--- src/rtl/boss_pkg.sv ---
// Shared boss definitions: state encoding and default geometry, also used by
// the boss sprite stage and the bullet manager.
package boss_pkg;

  typedef enum logic [1:0] {
    ALIVE  = 2'd0,
    INVULN = 2'd1,
    DYING  = 2'd2,
    DEAD   = 2'd3
  } boss_state_t;

  localparam int COORD_W    = 10;
  localparam int ID_W       = 4;
  localparam int HP_W       = 8;
  localparam int TCNT_W     = 8;

  localparam int BOSS_W_DEF = 50;
  localparam int BOSS_H_DEF = 50;
  localparam int BUL_W_DEF  = 4;
  localparam int BUL_H_DEF  = 8;

endpackage

--- src/rtl/boss_hit_detect.sv ---
// Bullet box vs boss box overlap. Coordinates are widened by one bit so that
// box right/bottom edges near the playfield limit cannot wrap. Touching edges
// do not count as overlap.
module boss_hit_detect
  import boss_pkg::*;
#(
  parameter int BOSS_W = BOSS_W_DEF,
  parameter int BOSS_H = BOSS_H_DEF,
  parameter int BUL_W  = BUL_W_DEF,
  parameter int BUL_H  = BUL_H_DEF
) (
  input  logic [COORD_W-1:0] boss_x_i,
  input  logic [COORD_W-1:0] boss_y_i,
  input  logic [COORD_W-1:0] bul_x_i,
  input  logic [COORD_W-1:0] bul_y_i,
  output logic               overlap_o
);

  localparam int XW = COORD_W + 1;

  logic [XW-1:0] bsx, bsy, bux, buy;

  assign bsx = {1'b0, boss_x_i};
  assign bsy = {1'b0, boss_y_i};
  assign bux = {1'b0, bul_x_i};
  assign buy = {1'b0, bul_y_i};

  assign overlap_o = (bux + XW'(BUL_W) > bsx) && (bux < bsx + XW'(BOSS_W)) &&
                     (buy + XW'(BUL_H) > bsy) && (buy < bsy + XW'(BOSS_H));

endmodule

--- src/rtl/boss_hp_ctrl.sv ---
// Boss health and hit resolution. Resolves presented bullets into damage and
// sequences the boss stage through death and respawn, paced by move_tick.
//
//   state  | meaning
//   -------+---------------------------------------------------------------
//   ALIVE  | vulnerable; an overlapping bullet costs one hp
//   INVULN | post-hit grace; bullets consumed without damage, blink active
//   DYING  | explosion shown (boom), DEATH_TICKS ticks
//   DEAD   | still boom, RESPAWN_TICKS ticks, then revive with full hp
module boss_hp_ctrl
  import boss_pkg::*;
#(
  parameter int BOSS_W        = BOSS_W_DEF,
  parameter int BOSS_H        = BOSS_H_DEF,
  parameter int BUL_W         = BUL_W_DEF,
  parameter int BUL_H         = BUL_H_DEF,
  parameter int HP_MAX        = 10,
  parameter int INVULN_TICKS  = 8,
  parameter int DEATH_TICKS   = 64,
  parameter int RESPAWN_TICKS = 128
) (
  input  logic               clk,
  input  logic               rst,
  input  logic               move_tick_i,
  input  logic [COORD_W-1:0] boss_x_i,
  input  logic [COORD_W-1:0] boss_y_i,
  input  logic               bul_valid_i,
  input  logic [ID_W-1:0]    bul_id_i,
  input  logic [COORD_W-1:0] bul_x_i,
  input  logic [COORD_W-1:0] bul_y_i,
  output logic               hit_valid_o,
  output logic [ID_W-1:0]    hit_id_o,
  output logic [HP_W-1:0]    hp_o,
  output logic               boom_o,
  output logic               revive_o,
  output logic               kill_o,
  output logic               blink_o
);

  localparam logic [HP_W-1:0]   HP_RST   = HP_W'(HP_MAX);
  localparam logic [TCNT_W-1:0] INV_TC   = TCNT_W'(INVULN_TICKS - 1);
  localparam logic [TCNT_W-1:0] DEATH_TC = TCNT_W'(DEATH_TICKS - 1);
  localparam logic [TCNT_W-1:0] RESP_TC  = TCNT_W'(RESPAWN_TICKS - 1);

  boss_state_t       state_q, state_d;
  logic [TCNT_W-1:0] tcnt_q, tcnt_d;
  logic [HP_W-1:0]   hp_q, hp_d;
  logic              hit_valid_q, hit_d;
  logic [ID_W-1:0]   hit_id_q;
  logic              kill_q, kill_d;
  logic              revive_q, revive_d;
  logic              boom_q;
  logic              blink_q;
  logic              overlap;
  logic              hit_req;

  boss_hit_detect #(
    .BOSS_W (BOSS_W),
    .BOSS_H (BOSS_H),
    .BUL_W  (BUL_W),
    .BUL_H  (BUL_H)
  ) u_hit_detect (
    .boss_x_i  (boss_x_i),
    .boss_y_i  (boss_y_i),
    .bul_x_i   (bul_x_i),
    .bul_y_i   (bul_y_i),
    .overlap_o (overlap)
  );

  assign hit_req = bul_valid_i && overlap;

  // Next state, tick counter, hp and event pulses; a hit in ALIVE takes
  // priority over a coincident move_tick so the new state starts from tcnt=0.
  always_comb begin
    state_d  = state_q;
    tcnt_d   = tcnt_q;
    hp_d     = hp_q;
    hit_d    = 1'b0;
    kill_d   = 1'b0;
    revive_d = 1'b0;
    case (state_q)
      ALIVE: begin
        if (hit_req) begin
          hit_d  = 1'b1;
          tcnt_d = '0;
          if (hp_q <= HP_W'(1)) begin
            hp_d    = '0;
            kill_d  = 1'b1;
            state_d = DYING;
          end else begin
            hp_d    = hp_q - HP_W'(1);
            state_d = INVULN;
          end
        end else if (move_tick_i) begin
          tcnt_d = tcnt_q + TCNT_W'(1);
        end
      end
      INVULN: begin
        hit_d = hit_req;
        if (move_tick_i) begin
          if (tcnt_q == INV_TC) begin
            state_d = ALIVE;
            tcnt_d  = '0;
          end else begin
            tcnt_d = tcnt_q + TCNT_W'(1);
          end
        end
      end
      DYING: begin
        if (move_tick_i) begin
          if (tcnt_q == DEATH_TC) begin
            state_d = DEAD;
            tcnt_d  = '0;
          end else begin
            tcnt_d = tcnt_q + TCNT_W'(1);
          end
        end
      end
      DEAD: begin
        if (move_tick_i) begin
          if (tcnt_q == RESP_TC) begin
            state_d  = ALIVE;
            tcnt_d   = '0;
            hp_d     = HP_RST;
            revive_d = 1'b1;
          end else begin
            tcnt_d = tcnt_q + TCNT_W'(1);
          end
        end
      end
      default: begin
        state_d = ALIVE;
        tcnt_d  = '0;
      end
    endcase
  end

  // State register; all outputs are registered from the next-state values.
  always_ff @(posedge clk or posedge rst) begin
    if (rst) begin
      state_q     <= ALIVE;
      tcnt_q      <= '0;
      hp_q        <= HP_RST;
      hit_valid_q <= 1'b0;
      hit_id_q    <= '0;
      kill_q      <= 1'b0;
      revive_q    <= 1'b0;
      boom_q      <= 1'b0;
      blink_q     <= 1'b0;
    end else begin
      state_q     <= state_d;
      tcnt_q      <= tcnt_d;
      hp_q        <= hp_d;
      hit_valid_q <= hit_d;
      if (hit_d) hit_id_q <= bul_id_i;
      kill_q      <= kill_d;
      revive_q    <= revive_d;
      boom_q      <= (state_d == DYING) || (state_d == DEAD);
      blink_q     <= (state_d == INVULN) && tcnt_d[1];
    end
  end

  assign hit_valid_o = hit_valid_q;
  assign hit_id_o    = hit_id_q;
  assign hp_o        = hp_q;
  assign boom_o      = boom_q;
  assign revive_o    = revive_q;
  assign kill_o      = kill_q;
  assign blink_o     = blink_q;

endmodule

--- config.mk ---
export PLATFORM = sky130hd
export DESIGN_NAME = boss_hp_ctrl
export DESIGN_NICKNAME = d
export VERILOG_FILES = /design/src/rtl/boss_pkg.sv /design/src/rtl/boss_hit_detect.sv /design/src/rtl/boss_hp_ctrl.sv
export SDC_FILE = /design/constraint.sdc
export NUM_CORES = 1
export LEC_CHECK = 0
export CAP_MARGIN = 40
export CORE_MARGIN = 5
export CORE_UTILIZATION = 31
export CTS_CLUSTER_DIAMETER = 150
export DETAILED_ROUTE_END_ITERATION = 6
export PLACE_DENSITY = 0.66
export RECOVER_POWER = 25
export REMOVE_ABC_BUFFERS = 1
export SETUP_SLACK_MARGIN = 0.5
export SLEW_MARGIN = 25
export SYNTH_ARGS = -nofsm -noshare
export SYNTH_HDL_FRONTEND = slang
export SYNTH_SLANG_ARGS = --single-unit
export TNS_END_PERCENT = 50
--- constraint.sdc ---
create_clock -name clk -period 2.04 [get_ports clk]
set_clock_uncertainty 0.15 [all_clocks]
set_input_delay 0.306 -clock clk [delete_from_list [all_inputs] [get_ports clk]]
set_output_delay 0.306 -clock clk [all_outputs]
set_load 0.02 [all_outputs]
==> results of run 1 <==
routing by layer:
layer | up-vias | track usage | part of all wire
li1 | 1531 | - | -
met1 | 1413 | 0.178 | 0.43
met2 | 66 | 0.271 | 0.51
met3 | 19 | 0.0259 | 0.035
met4 | 0 | 0.0384 | 0.023
met5 | - | 0 | 0
cell families after synthesis:
group                    count (synthesis)  share of synthesized area
AND/OR/NAND/NOR                        112                      0.207
AO/OA/AOI/OAI                           76                      0.187
adder cells (fa/ha/maj)                 45                      0.203
buffers and inverters                   35                     0.0500
XOR/XNOR                                28                     0.0883
flip-flops                              27                      0.244
multiplexers                             5                     0.0203
worst max-delay path, cell delays in order:
cell and delay, ns:
buf_6 0.09, and3_4 0.17, or3_4 0.35, nand3_4 0.08
xnor2_2 0.12, ha_1 0.26, a21o_1 0.16, a22oi_1 0.15
o211ai_1 0.18, a2111oi_4 0.42, and4_4 0.33, nand3_4 0.16
o31ai_4 0.25
area by class of cell:
cell class | count | area share
Clock buffer | 4 | 0.00956
Inverter | 31 | 0.0247
Multi-Input combinational cell | 266 | 0.501
Sequential cell | 27 | 0.144
Tap cell | 108 | 0.0287
Timing Repair Buffer | 166 | 0.292
what timing repair did:
action / in CTS / in global routing
setup buffers: 22 / 7
endpoints found under the setup margin: 44 / 33
gates resized for setup: 154 / 46
pin swaps: 52 / 34
hold buffers: 0 / 0
power breakdown:
part	total, mW	switching, mW	internal, mW
clock network	0.303	0.163	0.140
registers	0.751	0.0854	0.666
logic	1.42	0.714	0.707
state kept, by name, indices dropped and copies added, names as in the netlist:
signal	count
blink_o	1
kill_o	1
state_q	2
hit_valid_o	1
hit_id_o	4
revive_o	1
boom_o	1
tcnt_q	8
hp_o	8
cells in the final DEF (no fill, tap or decap), types with 4 or more instances in the layout:
| cell type | instances |
|---|---|
| buf_4 | 89 |
| ha_1 | 39 |
| inv_1 | 29 |
| dfrtp_1 | 25 |
| clkdlybuf4s50_1 | 21 |
| nor2_1 | 20 |
| nand2_1 | 20 |
| dlygate4sd2_1 | 20 |
| xnor2_1 | 19 |
| nand3_1 | 16 |
| buf_6 | 16 |
| a21oi_1 | 15 |
| nor3_1 | 8 |
| o21ai_0 | 8 |
| buf_2 | 7 |
| nand4_1 | 6 |
| xor2_1 | 6 |
| clkbuf_2 | 6 |
| or3_1 | 5 |
| a21o_1 | 5 |
| o21ai_2 | 5 |
| o31ai_4 | 5 |
| mux2_4 | 4 |
| and3_1 | 4 |
| clkdlybuf4s15_2 | 4 |
stage by stage:
stage,TNS (ns),cells,total power [mW],worst slack (ns),utilization
after global routing,-24.09,602,2.68,-1.11,0.540
final,-21.19,602,2.48,-0.959,0.540
after floorplan,-23.17,324,1.43,-1.09,-
after global placement,-37.90,569,1.98,-1.59,0.468
after detailed placement,-39.74,569,2.02,-1.72,0.468
after CTS,-20.26,595,2.40,-0.922,0.518
worst max-delay path by stage:
stage                           start     endpoint  slack [ns]
after floorplan           boss_x_i[1]      hp_o[6]       -1.09
after global placement    boss_x_i[1]  hit_id_o[2]       -1.59
after detailed placement  boss_x_i[1]      hp_o[6]       -1.72
after CTS                 boss_x_i[2]  hit_id_o[2]       -0.92
after global routing      boss_x_i[2]      hp_o[6]       -1.11
final                     boss_x_i[2]      hp_o[4]       -0.96
==> metrics, run 1 <==
Slew Viols, Final=0; Tot GR Track Use=0.148; Root Driver=clkbuf_8; post-layout min period=roughly 3 ns; max cap viols=0; peak supply drop=0.448 mV; initial drt markers=88; commonest cells in the netlist=ha_1 (45), inv_1 (31), dfrtp_1 (25), nor2_1 (24); largest fanout on the critical path=6; final weighted congestion in routability-driven placement=a little over 0.9; Clock transition at path regs=around 0.090 ns; Post-Synthesis Cells=between 300 and 400; port buffer count=64; n_diodes=0; DIE HEIGHT=105 um; Post-DP HPWL=roughly 6300 um; initial core utilization=0.319; hold endpoint=hit_id_o[2]; syn_area_per_cell=8.47 um^2; register area share after synthesis=0.244; RSZ-0062 raised after global routing=true; core region area=~0.0087 mm^2; Antenna Nets Post-Route=0; CTS tree=built; Slew HR=0.558; P_leak=roughly 2.2 nW; latest clock arrival within the worst-skew pair=between 0.2 and 0.3 ns; FFs w/ async S/R, synth=1.00; PwrDens=approximately 530 mW/mm^2; first-pass GRT wire length=about 14000 um; ratio of cells with drive above 1 in the final layout=0.393; residual DRC count=0; WL final=roughly 8600 um; hold depth=1; FMAX=~330 MHz; Multi-input gate area=about 0.0024 mm^2; Seq. cell area=just under 700 um^2; Distinct cells, synth=50; Num CTS Buffers=3; Area Growth Syn to Fin=69.6%; Post-synth EDFFs=0; R2R Path End=tcnt_q[4]; Design Area, Final=approximately 0.0047 mm^2; fin crit share=1.47; I/O pins=65; hold wc startpoint=hit_id_o[2]; critical path class=in2reg; most numerous cell in the Yosys netlist=ha_1; Die ar.=between 0.01 and 0.015 mm^2; outcome=finished, violations left; HP Class=reg2reg; worst reg2reg setup slack=-0.04 ns; Req. time, crit path=2.08 ns; # H-tree levels=1; Yosys top cell area share=0.225; DR vias=3029; initial antenna violation count=0; reg2reg path depth=8; number of global-route vias before repair=about 3200; routed length per placed instance=14.2 um; CTS sink cnt=27; largest net degree at the start of global routing=28; Synth Flop Type=dfrtp_1; Die Wd=105 um; Post-Syn Area=roughly 0.0028 mm^2; Placed Area=approximately 0.0041 mm^2; final worst slack=-0.959 ns; failing checks=setup timing; Reg-to-Reg Start=tcnt_q[5]; Via-to-Cell Ratio=5.03; final setup violation count=25; Hold WS=between 0.3 and 0.4 ns; CP Capture Type=register; layout filler cell count=slightly below 800; nets=slightly below 600; Core Rows=34; Seq cells post-synth=27; Final Hold Vio Count=0; crit path DAT=approximately 3.0 ns; first-pass detailed-route iteration total=4; top cells by area, synth=dfrtp_1 (23%), ha_1 (20%), xnor2_1 (6.6%), inv_1 (4.2%), nand3_1 (3.8%); Least-Margin Pin Slew=between 0.6 and 0.7 ns; yosys warns=0; Clock Tree Buf Depth=2; Critical Path Source Type=input pin; grt ovf=0; area leader, netlist=dfrtp_1
Power figures use the tool's default switching activity.
==> run 2: changes to the inputs <==
--- a/config.mk
+++ b/config.mk
@@ -6,6 +6,7 @@
 export NUM_CORES = 1
 export LEC_CHECK = 0
 export CAP_MARGIN = 40
+export CORE_ASPECT_RATIO = 1.1
 export CORE_MARGIN = 5
 export CORE_UTILIZATION = 31
 export CTS_CLUSTER_DIAMETER = 150
==> run 2 against run 1 <==
Compared with the run above: the run still ends with setup timing left; critical path depth stayed put; register-to-register slack worse by 0.03 ns; non-clock buffer count is 7 lower; first-iteration DRC count rose by 11%; die area hardly changed; core utilization down 1.1 points; maximum frequency about the same; global-route usage grew 1.2 points; count of clock-buffer cells in the layout is 1 lower; largest cell class unchanged.
==> metrics, run 2 (synthesis results as in run 1) <==
most common cell after layout, fill and taps aside=buf_4; # H-tree levels=1 (unchanged); most frequent cells in the layout=buf_4 (84), ha_1 (40), inv_1 (30); P_leak=2.20 nW (-1.4%); largest net degree at the start of global routing=28 (unchanged); initial core utilization=0.315 (-0.00388); setup TNS=-20.73 ns (+0.458 ns); hold wc startpoint=hit_id_o[3]; Least-Margin Pin Slew=0.666 ns (+0.00316 ns); first-pass detailed-route iteration total=4 (unchanged); core region area=0.00883 mm^2 (+1.2%); Final Hold Vio Count=0 (unchanged); Num CTS Buffers=3 (unchanged); hold depth=1 (unchanged); Hold WS=0.373 ns (+0.00332 ns); Reg-to-Reg Start=tcnt_q[5]; Final Power=2.53 mW (+2.2%); n_diodes=0 (unchanged); DR vias=3081 (+1.7%); hold endpoint=hit_id_o[3]; number of global-route vias before repair=3232 (+2.2%); initial antenna violation count=0 (unchanged); peak supply drop=0.397 mV (-11%); Post-Route M1 WL=3430 um (-6.8%); CP startpoint=boss_x_i[2]; max cap viols=0 (unchanged); critical path class=in2reg; port buffer count=64 (unchanged); I/O pins=65 (unchanged); Tot GR Track Use=0.160 (+0.0121); DIE HEIGHT=109 um (+4.4%); PwrDens=542 mW/mm^2 (+3.0%); Slew Viols, Final=0 (unchanged); Slew HR=0.556 (-0.00210); RSZ-0062 raised after global routing=true; post-layout min period=3.00 ns (+0.00206 ns); latest clock arrival within the worst-skew pair=0.28 ns (about the same); ratio of cells with drive above 1 in the final layout=0.388 (-0.00462); failing checks=setup timing; first-pass GRT wire length=14600 um (+3.0%); Req. time, crit path=2.08 ns (about the same); Die ar.=0.0110 mm^2 (about the same); final worst slack=-0.961 ns (-0.00206 ns); R2R Path End=tcnt_q[1]; final setup violation count=25 (unchanged); Clock Tree Buf Depth=2 (unchanged); Area Growth Syn to Fin=68.2%; CP Capture Type=register; WL final=8770 um (+2.3%); residual DRC count=0 (unchanged); FMAX=333 MHz (about the same); fin crit share=1.47 (about the same); HP Class=reg2reg; Met3 Wirelength=353 um (+17%); reg2reg path depth=7 (-1); crit path DAT=3.04 ns (about the same); Via-to-Cell Ratio=5.13 (+1.9%); DR top layer=met4; metal2 WL=4640 um (+5.7%); Clock transition at path regs=0.10 ns (about the same); final weighted congestion in routability-driven placement=0.909 (-0.81%); nets=581 (-1.2%); Antenna Nets Post-Route=0 (unchanged); Root Driver=clkbuf_8; grt ovf=0 (unchanged); CTS tree=built; routed length per placed instance=14.6 um (+2.4%); Core Rows=36 (+5.9%); outcome=finished, violations left; largest fanout on the critical path=6 (unchanged); Post-DP HPWL=6560 um (+3.6%); Critical Path Source Type=input pin; initial drt markers=98 (+11%); pre-CTS WS=-1.69 ns (+0.0278 ns); CTS sink cnt=27 (unchanged); Die Wd=100 um (-4.2%); worst reg2reg setup slack=-0.07 ns (-0.03 ns)
run 2: area by class of cell:
cell class	count	area, um^2
multi-input cells	266	2350
fillers	801	4160
clock buffers	3	41.3
well taps	114	143
repair buffers	159	1340
flip-flops and latches	27	678
inverters	31	116
clock inverters	1	7.51
run 2: layer usage:
layer,track usage,vias to the layer above
li1,-,1520
met1,0.179,1472
met2,0.300,65
met3,0.0224,24
met4,0.0693,0
met5,0,-
run 2: worst max-delay path by stage:
stage,end,slack [ns]
after global routing,hp_o[2],-1.07
after global placement,tcnt_q[5],-1.56
after floorplan,hp_o[6],-1.09
after CTS,hit_id_o[1],-0.86
after detailed placement,tcnt_q[5],-1.69
final,hp_o[2],-0.96
run 2: report_power, final:
part,switching (mW),internal [mW]
clock,0.176,0.139
sequential,0.0934,0.666
combinational,0.735,0.721
run 2: critical path: stages:
cell and delay, ns:
buf_6 0.09, and3_4 0.17, or3_4 0.38, nand3_4 0.09, xnor2_2 0.11, ha_1 0.26
a21o_1 0.16, a22oi_1 0.17, o211ai_1 0.18, a2111oi_4 0.41, and4_4 0.32, nand3_4 0.15
o31ai_4 0.23
run 2: repair_timing:
action	4_1_cts	5_1_grt
pin swaps	65	22
hold buffers	0	0
setup endpoints to repair	44	31
buffers inserted	19	1
resized for setup	177	29
run 2: metrics by stage:
stage           util  area, um^2  instances
3_5_place_dp   0.465        4100        577
2_1_floorplan      -        2760        324
6_report       0.529        4670        601
5_1_grt        0.529        4670        601
4_1_cts        0.519        4580        600
3_3_place_gp   0.465        4100        577
==> run 3: changes to the inputs <==
--- a/config.mk
+++ b/config.mk
@@ -8,10 +8,10 @@
 export CAP_MARGIN = 40
 export CORE_ASPECT_RATIO = 1.1
 export CORE_MARGIN = 5
-export CORE_UTILIZATION = 31
+export CORE_UTILIZATION = 46
 export CTS_CLUSTER_DIAMETER = 150
 export DETAILED_ROUTE_END_ITERATION = 6
-export PLACE_DENSITY = 0.66
+export PLACE_DENSITY = 0.87
 export RECOVER_POWER = 25
 export REMOVE_ABC_BUFFERS = 1
 export SETUP_SLACK_MARGIN = 0.5
==> run 3 against run 2 <==
Compared with the run above: the run still ends with setup timing left; first-iteration DRC count increased by 61%; via count is 1.4% higher; sequential power hardly changed; die area fell by 30%; hold slack worse by 0.0072 ns; global-route usage grew 6.0 points; count of clock-buffer cells in the layout unchanged; sequential share of layout area increased by 0.59 points; final cell count decreased by 8.0%; clock power about the same; combinational power about the same; register-to-register slack worse by 0.02 ns; critical endpoint is now hp_o[7]; largest cell class unchanged; largest power group unchanged.
==> metrics, run 3 (synthesis results as in run 1) <==
max cap viols=0 (unchanged); Hold WS=0.366 ns (-0.00723 ns); CP bufs+invs=3 (+2); CP delay by family, top=compound AO/OA/AOI/OAI gates; nets=570 (-1.9%); PwrDens=558 mW/mm^2 (+3.0%); pre-CTS WS=-1.71 ns (-0.0249 ns); post-layout min period=3.12 ns (+0.116 ns); Tot GR Track Use=0.221 (+0.0604); WL final=9040 um (+3.1%); Clock transition at path regs=0.10 ns (about the same); DIE HEIGHT=91.5 um (-16%); Die Wd=84.1 um (-16%); highest-delay cell along the critical path=a2111oi_4; final setup violation count=25 (unchanged); Antenna Nets Post-Route=0 (unchanged); most common cell after layout, fill and taps aside=buf_4; n_diodes=0 (unchanged); failing checks=setup timing; fin crit share=1.53 (+0.0569); latest clock arrival within the worst-skew pair=0.28 ns (about the same); grt ovf=0 (unchanged); CP Capture Type=register; peak supply drop=0.812 mV (+100%); port buffer count=64 (unchanged); Slew Viols, Final=0 (unchanged); initial drt markers=158 (+61%); CP most frequent cell=buf_6; RSZ-0062 raised after global routing=true; CTS tree=built; Die ar.=0.00769 mm^2 (-30%); Num CTS Buffers=3 (unchanged); most frequent cells in the layout=buf_4 (75), ha_1 (42), inv_1 (31); final weighted congestion in routability-driven placement=0.899 (-1.1%); Least-Margin Pin Slew=0.676 ns (+0.0103 ns); number of global-route vias before repair=3270 (+1.2%); core region area=0.00581 mm^2 (-34%); CP max stage delay=0.41 ns (about the same); Post-DP HPWL=6330 um (-3.5%); initial core utilization=0.478 (+0.164); DR vias=3125 (+1.4%); Root Driver=clkbuf_8; CTS hold repair buffers=0 (unchanged); Area Growth Syn to Fin=61.6%; Req. time, crit path=2.06 ns (-0.02 ns); final worst slack=-1.08 ns (-0.116 ns); critical path class=in2reg; routed length per placed instance=16.3 um (+12%); Via-to-Cell Ratio=5.65 (+10%); first-pass GRT wire length=14400 um (-0.95%); outcome=finished, violations left; layout filler cell count=383 (-52%); I/O pins=65 (unchanged); residual DRC count=0 (unchanged); ratio of cells with drive above 1 in the final layout=0.355 (-0.0330); Core Rows=29 (-19%); HP Class=reg2reg; FMAX=321 MHz (-3.7%); Slew HR=0.549 (-0.00684); # H-tree levels=1 (unchanged); initial antenna violation count=0 (unchanged); Final Hold Vio Count=0 (unchanged); P_leak=2.15 nW (-2.3%); crit-path cells=buf_6, and3_4, or3_4, nand3_4, xnor2_2, ha_1, a21o_1, a22oi_2, o211ai_1, a2111oi_4, buf_4, a41oi_2, buf_6, o21ai_2, o31ai_4; first-pass detailed-route iteration total=5 (+1); largest net degree at the start of global routing=28 (unchanged); largest fanout on the critical path=7 (+1); Critical Path Source Type=input pin; crit path DAT=3.13 ns (+0.09 ns); CTS sink cnt=27 (unchanged); Clock Tree Buf Depth=2 (unchanged)
-- run 3: per-layer routing --
metal / vias up / part of all wire / GRT usage
li1: 1496 / - / -
met1: 1478 / 0.39 / 0.249
met2: 133 / 0.53 / 0.411
met3: 18 / 0.063 / 0.0525
met4: 0 / 0.016 / 0.0576
met5: - / 0 / 0
-- run 3: final cells by class --
class / count / area, um^2 / share of cell area
Clock buffer: 3 / 41.3 / 0.00920
Multi-Input combinational cell: 266 / 2330 / 0.518
Timing Repair Buffer: 148 / 1230 / 0.273
Sequential cell: 27 / 678 / 0.151
Tap cell: 77 / 96.3 / 0.0215
Clock inverter: 1 / 5.00 / 0.00111
Inverter: 31 / 116 / 0.0259
-- run 3: worst paths after layout --
check	from	to	slack [ns]	cells past startpoint
setup / recovery	boss_x_i[2]	hp_o[7]	-1.08	15
hold reg to reg	hit_id_o[0]	hit_id_o[0]	0.37	1
setup reg to reg	hp_o[1]	hp_o[5]	-0.09	8
min in group asynchronous	rst	hp_o[2]	0.49	3
max in group asynchronous	rst	state_q[0]	0.82	3
hold / removal	hit_id_o[0]	hit_id_o[0]	0.37	1
-- run 3: power breakdown --
group / leakage, nW / internal (mW) / switching [mW]
logic: 1.78 / 0.695 / 0.732
registers: 0.350 / 0.666 / 0.0959
clock network: 0.0255 / 0.137 / 0.178
-- run 3: through the flow --
| step | util | setup TNS, ns | power (mW) | std cells | instance area, um^2 |
|---|---|---|---|---|---|
| 2_1_floorplan | - | -23.17 | 1.43 | 324 | 2760 |
| 3_3_place_gp | 0.692 | -36.96 | 1.96 | 535 | 4020 |
| 3_5_place_dp | 0.692 | -40.91 | 2.01 | 535 | 4020 |
| 4_1_cts | 0.755 | -21.25 | 2.42 | 550 | 4390 |
| 5_1_grt | 0.773 | -26.63 | 2.67 | 553 | 4490 |
| 6_report | 0.773 | -24.12 | 2.50 | 553 | 4490 |
-- run 3: timing repair --
item	4_1_cts	5_1_grt
endpoints found under the hold margin	0	0
setup endpoints to repair	44	31
resized for setup	149	26
setup buffers	11	3
gates cloned	0	0
pin swaps	54	23
